[src/rtl/rom_arbiter_pkg.sv]
// Shared types and constants for the instruction-ROM arbiter.
//   PORT_IF / PORT_LS  : requester identity, used for the round-robin pointer
//   rsp_t              : one response entry {valid, err, data}
//   ROM_BASE_DEF       : default value of addr[31:16] for a ROM access
//   addr_err()         : range / alignment check applied at grant time
package rom_arb_pkg;

    localparam int ADDR_W = 32;
    localparam int DATA_W = 32;

    localparam logic [15:0] ROM_BASE_DEF = 16'h0040;

    typedef enum logic {
        PORT_IF = 1'b0,
        PORT_LS = 1'b1
    } port_e;

    typedef struct packed {
        logic              valid;
        logic              err;
        logic [DATA_W-1:0] data;
    } rsp_t;

    function automatic logic addr_err(input logic [ADDR_W-1:0] addr,
                                      input logic [15:0]       base);
        return (addr[31:16] != base) || (addr[1:0] != 2'b00);
    endfunction

endpackage

[src/rtl/rom_arbiter_if.sv]
// Bus bundle between the two ROM requesters, the ROM and the arbiter.
//   if_*   : fetch port request/grant and response channel
//   ls_*   : load port, same set of signals
//   rom_*  : synchronous-read ROM address out, data back one cycle later
// Modports: slave = arbiter side, master = requesters + ROM side.
interface rom_arbiter_if;
    import rom_arb_pkg::*;

    logic              if_req;
    logic [ADDR_W-1:0] if_addr;
    logic              if_gnt;
    logic              if_rvalid;
    logic [DATA_W-1:0] if_rdata;
    logic              if_err;
    logic              if_rready;

    logic              ls_req;
    logic [ADDR_W-1:0] ls_addr;
    logic              ls_gnt;
    logic              ls_rvalid;
    logic [DATA_W-1:0] ls_rdata;
    logic              ls_err;
    logic              ls_rready;

    logic [ADDR_W-1:0] rom_addr;
    logic [DATA_W-1:0] rom_data;

    modport slave (
        input  if_req, if_addr, if_rready,
        input  ls_req, ls_addr, ls_rready,
        input  rom_data,
        output if_gnt, if_rvalid, if_rdata, if_err,
        output ls_gnt, ls_rvalid, ls_rdata, ls_err,
        output rom_addr
    );

    modport master (
        output if_req, if_addr, if_rready,
        output ls_req, ls_addr, ls_rready,
        output rom_data,
        input  if_gnt, if_rvalid, if_rdata, if_err,
        input  ls_gnt, ls_rvalid, ls_rdata, ls_err,
        input  rom_addr
    );

endinterface

[src/rtl/rom_arbiter_rsp_slot.sv]
// Per-port response slot: pending flag for the access granted last cycle,
// a one-entry hold register for back-pressure, and the output mux.
//   clk, rst_n       : clock, async active-low reset
//   grant, grant_err : port granted this cycle, and whether that access errs
//   rom_data         : ROM read data (valid the cycle after the grant)
//   rready           : requester accepts the response this cycle
//   eligible         : port may be granted this cycle
//   rvalid/err/rdata : response to the requester
module rom_arb_rsp_slot
    import rom_arb_pkg::*;
(
    input  logic              clk,
    input  logic              rst_n,
    input  logic              grant,
    input  logic              grant_err,
    input  logic [DATA_W-1:0] rom_data,
    input  logic              rready,
    output logic              eligible,
    output logic              rvalid,
    output logic              err,
    output logic [DATA_W-1:0] rdata
);

    logic pend_q;
    logic pend_err_q;
    rsp_t hold_q;
    rsp_t live;
    rsp_t out;

    // Pending and hold are mutually exclusive: a pending entry either retires
    // or moves into hold, and a new grant needs the current one consumed.
    always_comb begin
        live.valid = pend_q;
        live.err   = pend_err_q;
        live.data  = pend_err_q ? '0 : rom_data;
        out        = hold_q.valid ? hold_q : live;
    end

    assign rvalid = out.valid;
    assign err    = out.valid & out.err;
    assign rdata  = out.valid ? out.data : '0;

    // A response retiring this cycle frees the slot for a same-cycle grant.
    assign eligible = !rvalid || rready;

    always_ff @(posedge clk or negedge rst_n) begin
        if (!rst_n) begin
            pend_q     <= 1'b0;
            pend_err_q <= 1'b0;
            hold_q     <= '0;
        end else begin
            pend_q     <= grant;
            pend_err_q <= grant & grant_err;
            if (pend_q && !rready) begin
                hold_q <= live;
            end else if (hold_q.valid && rready) begin
                hold_q <= '0;
            end
        end
    end

endmodule

[src/rtl/rom_arbiter.sv]
// Round-robin arbiter sharing a synchronous-read instruction ROM between the
// fetch (IF) and load (LS) ports. At most one grant per cycle; each response
// returns one cycle after its grant through a per-port response slot.
//   clk_i : clock
//   rst_i : asynchronous active-low reset
//   bus   : rom_arbiter_if.slave (both requester ports and the ROM)
module rom_arbiter
    import rom_arb_pkg::*;
#(
    parameter logic [15:0] ROM_BASE = ROM_BASE_DEF
) (
    input  logic clk_i,
    input  logic rst_i,
    rom_arbiter_if.slave bus
);

    logic              if_elig;
    logic              ls_elig;
    logic              if_win;
    logic              ls_win;
    port_e             last_q;
    logic [ADDR_W-1:0] addr_q;

    // last_q holds the most recent winner; IF wins a tie when it was LS.
    always_comb begin
        if_win = bus.if_req && if_elig &&
                 (!(bus.ls_req && ls_elig) || (last_q == PORT_LS));
        ls_win = bus.ls_req && ls_elig && !if_win;
    end

    assign bus.if_gnt   = if_win;
    assign bus.ls_gnt   = ls_win;
    // Hold the last granted address so the ROM output stays stable.
    assign bus.rom_addr = if_win ? bus.if_addr :
                          ls_win ? bus.ls_addr : addr_q;

    always_ff @(posedge clk_i or negedge rst_i) begin
        if (!rst_i) begin
            last_q <= PORT_LS;  // so IF wins the first tie
            addr_q <= '0;
        end else if (if_win || ls_win) begin
            last_q <= if_win ? PORT_IF : PORT_LS;
            addr_q <= bus.rom_addr;
        end
    end

    rom_arb_rsp_slot u_if_slot (
        .clk       (clk_i),
        .rst_n     (rst_i),
        .grant     (if_win),
        .grant_err (addr_err(bus.if_addr, ROM_BASE)),
        .rom_data  (bus.rom_data),
        .rready    (bus.if_rready),
        .eligible  (if_elig),
        .rvalid    (bus.if_rvalid),
        .err       (bus.if_err),
        .rdata     (bus.if_rdata)
    );

    rom_arb_rsp_slot u_ls_slot (
        .clk       (clk_i),
        .rst_n     (rst_i),
        .grant     (ls_win),
        .grant_err (addr_err(bus.ls_addr, ROM_BASE)),
        .rom_data  (bus.rom_data),
        .rready    (bus.ls_rready),
        .eligible  (ls_elig),
        .rvalid    (bus.ls_rvalid),
        .err       (bus.ls_err),
        .rdata     (bus.ls_rdata)
    );

endmodule
[src/flat_wrapper.sv]
// flat-port wrapper written by rule: the top's interface ports become plain ports
module rom_arbiter_flat import rom_arb_pkg::*;
#(
    parameter logic [15:0] ROM_BASE = ROM_BASE_DEF
)
  (clk_i, rst_i, bus_if_req, bus_if_addr, bus_if_rready, bus_ls_req, bus_ls_addr, bus_ls_rready, bus_rom_data, bus_if_gnt, bus_if_rvalid, bus_if_rdata, bus_if_err, bus_ls_gnt, bus_ls_rvalid, bus_ls_rdata, bus_ls_err, bus_rom_addr);
  rom_arbiter_if bus_i ();
  input  logic clk_i;
  input  logic rst_i;
  input wire logic [$bits(bus_i.if_req)-1:0] bus_if_req;
  input wire logic [$bits(bus_i.if_addr)-1:0] bus_if_addr;
  input wire logic [$bits(bus_i.if_rready)-1:0] bus_if_rready;
  input wire logic [$bits(bus_i.ls_req)-1:0] bus_ls_req;
  input wire logic [$bits(bus_i.ls_addr)-1:0] bus_ls_addr;
  input wire logic [$bits(bus_i.ls_rready)-1:0] bus_ls_rready;
  input wire logic [$bits(bus_i.rom_data)-1:0] bus_rom_data;
  output wire logic [$bits(bus_i.if_gnt)-1:0] bus_if_gnt;
  output wire logic [$bits(bus_i.if_rvalid)-1:0] bus_if_rvalid;
  output wire logic [$bits(bus_i.if_rdata)-1:0] bus_if_rdata;
  output wire logic [$bits(bus_i.if_err)-1:0] bus_if_err;
  output wire logic [$bits(bus_i.ls_gnt)-1:0] bus_ls_gnt;
  output wire logic [$bits(bus_i.ls_rvalid)-1:0] bus_ls_rvalid;
  output wire logic [$bits(bus_i.ls_rdata)-1:0] bus_ls_rdata;
  output wire logic [$bits(bus_i.ls_err)-1:0] bus_ls_err;
  output wire logic [$bits(bus_i.rom_addr)-1:0] bus_rom_addr;
  assign bus_i.if_req = bus_if_req;
  assign bus_i.if_addr = bus_if_addr;
  assign bus_i.if_rready = bus_if_rready;
  assign bus_i.ls_req = bus_ls_req;
  assign bus_i.ls_addr = bus_ls_addr;
  assign bus_i.ls_rready = bus_ls_rready;
  assign bus_i.rom_data = bus_rom_data;
  assign bus_if_gnt = bus_i.if_gnt;
  assign bus_if_rvalid = bus_i.if_rvalid;
  assign bus_if_rdata = bus_i.if_rdata;
  assign bus_if_err = bus_i.if_err;
  assign bus_ls_gnt = bus_i.ls_gnt;
  assign bus_ls_rvalid = bus_i.ls_rvalid;
  assign bus_ls_rdata = bus_i.ls_rdata;
  assign bus_ls_err = bus_i.ls_err;
  assign bus_rom_addr = bus_i.rom_addr;
  rom_arbiter #(.ROM_BASE(ROM_BASE)) u_core (.clk_i(clk_i), .rst_i(rst_i), .bus(bus_i));
endmodule
[config.mk]
export PLATFORM = sky130hd
export DESIGN_NAME = rom_arbiter_flat
export DESIGN_NICKNAME = d
export VERILOG_FILES = /design/src/rtl/rom_arbiter_pkg.sv /design/src/rtl/rom_arbiter_if.sv /design/src/rtl/rom_arbiter_rsp_slot.sv /design/src/rtl/rom_arbiter.sv /design/src/flat_wrapper.sv
export SDC_FILE = /design/constraint.sdc
export NUM_CORES = 1
export LEC_CHECK = 0
export CAP_MARGIN = 40
export CORE_UTILIZATION = 44
export DETAILED_ROUTE_END_ITERATION = 6
export HOLD_SLACK_MARGIN = 0.05
export MAX_ROUTING_LAYER = met4
export PLACE_DENSITY = 0.84
export SYNTH_ARGS = -nofsm -noshare
export SYNTH_HDL_FRONTEND = slang
export SYNTH_HIERARCHICAL = 1
export SYNTH_SLANG_ARGS = --single-unit
[constraint.sdc]
create_clock -name clk_i -period 2.3 [get_ports clk_i]
set_clock_uncertainty 0.2 [all_clocks]
set_input_delay 0.46 -clock clk_i [delete_from_list [all_inputs] [get_ports clk_i]]
set_output_delay 0.46 -clock clk_i [all_outputs]
set_load 0.02 [all_outputs]
==> impl_metrics.ini <==
[run_status]
status = finished with violations
failed_checks = negative setup slack

[clock_tree]
clock_path_buffers = 2
cts_buffers = 9
cts_sinks = 105
path_clk_slew_ps = 70
tritoncts = built
htreeDepth = 3
root_buffer = clkbuf_16
clk_latency_ps = 350

[place]
dpl.hpwl_mm = 14.3
pre_cts_slack_ps = -795
dp.cells = 1122
place_congestion = 0.884
io_buffers = 203

[final_layout]
n_antenna_cell = 0
area_growth_pct = 44.3
final_cell_mix = 128 x clkdlybuf4s50_1, 100 x dfrtp_1, 88 x buf_4
fill_cells = 1200
drive_above_1_share_pct = 23.1
layout.nets = 1048
final_common_cell = clkdlybuf4s50_1
final_cells = 1162

[critical_path]
reg2regPathDepth = 8
cp-start-kind = flip-flop
reg2reg_from = u_core/u_ls_slot/hold_q[33]$_DFFE_PN0P_
end_kind = output pin
startpoint = u_core/u_ls_slot/hold_q[33]$_DFFE_PN0P_
crit_required_ps = 1640
worstPathArrival_ps = 2240
crit_fanout = 5
path_class = flip-flop to output pin

[flow_run]
cap_violations = 0

[routing]
drtAntennaViolNets = 0
first_pass_iters = 5
wire_per_inst_um = 20.0
vias = 7115
drc_errors = 0
drtIter0Drc = 622
viasPerCell = 6.12
wl_mm = 23.2

[hold_path]
hold_class = flip-flop to flip-flop
hold_depth = 1
hold_start = u_core/u_if_slot/hold_q[32]$_DFFE_PN0P_

[synth]
synth_cells = 706
syn_area_um2 = 7050
postSynthAreaPerCell_um2 = 9.99
syn-num-nets = 808
ys_types = 30
yosysWarnings = 6
ys_ff_latch = 105
ys_seq_area_share_pct = 37.3

[pwr]
intPower_uw = 4630
p_per_area_nw_per_um2 = 692
switching_power_uw = 2420
p_seq_share_pct = 34.4
p_total_uw = 7050
p_leak_uw = 0.00492
combPwrFrac_pct = 43.9
vdd_drop_max_uv = 364
swShare_pct = 34.3
clkPwrFrac_pct = 21.7

[sta]
period_minus_slack_ps = 2900
slew_viol_final = 0
hold_violations = 0
worstMarginPinSlew_ps = 666
finalCritPeriodShare_pct = 126
setup_viol = 68
final.setup.worst_slack_ps = -595
maxClockFrequency_mhz = 345
slew-limit-headroom_pct = 55.6
rsz0062_at_grt = yes

[grt]
grt_pass1_wl_mm = 34.6
grt_pass1_vias = 6596
grt_usage_pct = 27.7
gr-total-overflow = 0
grt_start_max_net_pins = 99
antenna_found_initial = 0

[floorplanning]
io_pins = 204
dieArea_um2 = 16500
die_height_um = 129
initial_core_util_pct = 45.7
die_x_um = 129
core_area_um2 = 15400
row_count = 45
worst max-delay path, cell delays in order, from the launching register on:
cell and delay, ps:
dfrtp_2 410, or2_4 260, nand2b_4 90, nand2_4 50, o211a_4 270, buf_12 140, buf_12 110, a221o_1 390
buf_6 170
power groups by stage:
stage / combinational (uW) / clock (uW) / sequential (uW)
after CTS: 2940 / 1570 / 2420
after floorplan: 1720 / 0 / 2370
after global routing: 3280 / 1640 / 2470
after global placement: 2820 / 0 / 2430
after detailed placement: 2860 / 0 / 2440
final: 3090 / 1530 / 2430
path summary, 6_finish.rpt:
check | slack, ps | endpoint
setup reg to reg | 0 | u_core/addr_q[0]$_DFFE_PN0P_
min in group asynchronous | 420 | u_core/u_if_slot/hold_q[6]$_DFFE_PN0P_
hold reg to reg | 290 | u_core/u_if_slot/hold_q[32]$_DFFE_PN0P_
hold / removal | 290 | u_core/u_if_slot/hold_q[32]$_DFFE_PN0P_
setup / recovery | -600 | bus_rom_addr[31]
max in group asynchronous | 810 | u_core/u_if_slot/hold_q[30]$_DFFE_PN0P_
metal layers:
| layer | vias to the layer above | track usage (%) | wire [um] |
|---|---|---|---|
| met5 | - | - | 0 |
| met4 | 0 | 8.10 | 456 |
| met2 | 398 | 42.7 | 10900 |
| li1 | 3225 | - | - |
| met1 | 3460 | 36.8 | 9810 |
| met3 | 32 | 5.45 | 2080 |
Yosys cell counts:
master	n	area share [%]
o2bb2ai_1	4	0.50
or4b_2	2	0.28
and4bb_2	2	0.35
nand2_1	69	3.7
a211o_1	62	7.7
mux2i_1	2	0.28
nor4_1	6	0.53
a31oi_1	2	0.18
nor2b_1	2	0.18
nor3_1	2	0.14
a22oi_1	1	0.11
dfstp_2	1	0.37
a221o_1	64	9.1
and2_1	34	3.0
dfrtp_1	104	37
o21ai_1	66	4.7
a21oi_1	1	0.071
and3b_1	62	7.7
nand2b_1	2	0.18
buf_4	8	0.85
o211a_1	1	0.14
nor4bb_1	50	7.1
nor2_2	2	0.18
clkbuf_1	18	0.96
nand4_1	2	0.18
or2_1	2	0.18
and4bb_1	10	1.8
nand3b_1	64	6.8
buf_2	43	3.1
buf_6	18	2.9
registers in the layout (all words and copies together), names as in the netlist:
register,count
u_core/u_ls_slot/pend_err_q,1
u_core/u_if_slot/pend_q,1
u_core/u_ls_slot/hold_q,34
u_core/u_if_slot/hold_q,34
u_core/u_if_slot/pend_err_q,1
u_core/addr_q,32
u_core/u_ls_slot/pend_q,1
u_core/last_q,1
logic make-up (layout without fill, tap and decap cells):
logic type | count (synthesis) | after routing | share of synthesized area, %
compound gates | 201 | 201 | 22.5
buf+inv | 87 | 332 | 7.73
flops | 105 | 105 | 37.3
mux | 2 | 2 | 0.284
simple gates | 311 | 311 | 32.3
through the flow:
| stage | setup TNS, ps | cell area, um2 | hold WS (ps) | util (%) |
|---|---|---|---|---|
| 6_report | -31400 | 10200 | 292 | 66.0 |
| 5_1_grt | -38080 | 10200 | 323 | 66.0 |
| 4_1_cts | -35570 | 10100 | 295 | 65.4 |
| 3_5_place_dp | -46340 | 9580 | 254 | 62.1 |
| 3_3_place_gp | -44630 | 9580 | 255 | 62.1 |
| 2_1_floorplan | -4450 | 7080 | -35.6 | - |
layout make-up:
| type | count | area [um2] | share of cell area (%) |
|---|---|---|---|
| well taps | 211 | 264 | 2.59 |
| clock buffers | 14 | 284 | 2.79 |
| repair buffers | 316 | 3040 | 29.9 |
| flip-flops and latches | 105 | 2630 | 25.9 |
| clock inverters | 2 | 10.0 | 0.0983 |
| multi-input cells | 514 | 3950 | 38.8 |
repair_timing:
item,CTS,global route
gates resized for setup,251,81
buffers inserted,7,8
setup endpoints to repair,102,102
hold buffers,1,0
hold endpoints to repair,30,0
gates cloned,5,4
pin swaps,5,9
Power figures use the tool's default switching activity.
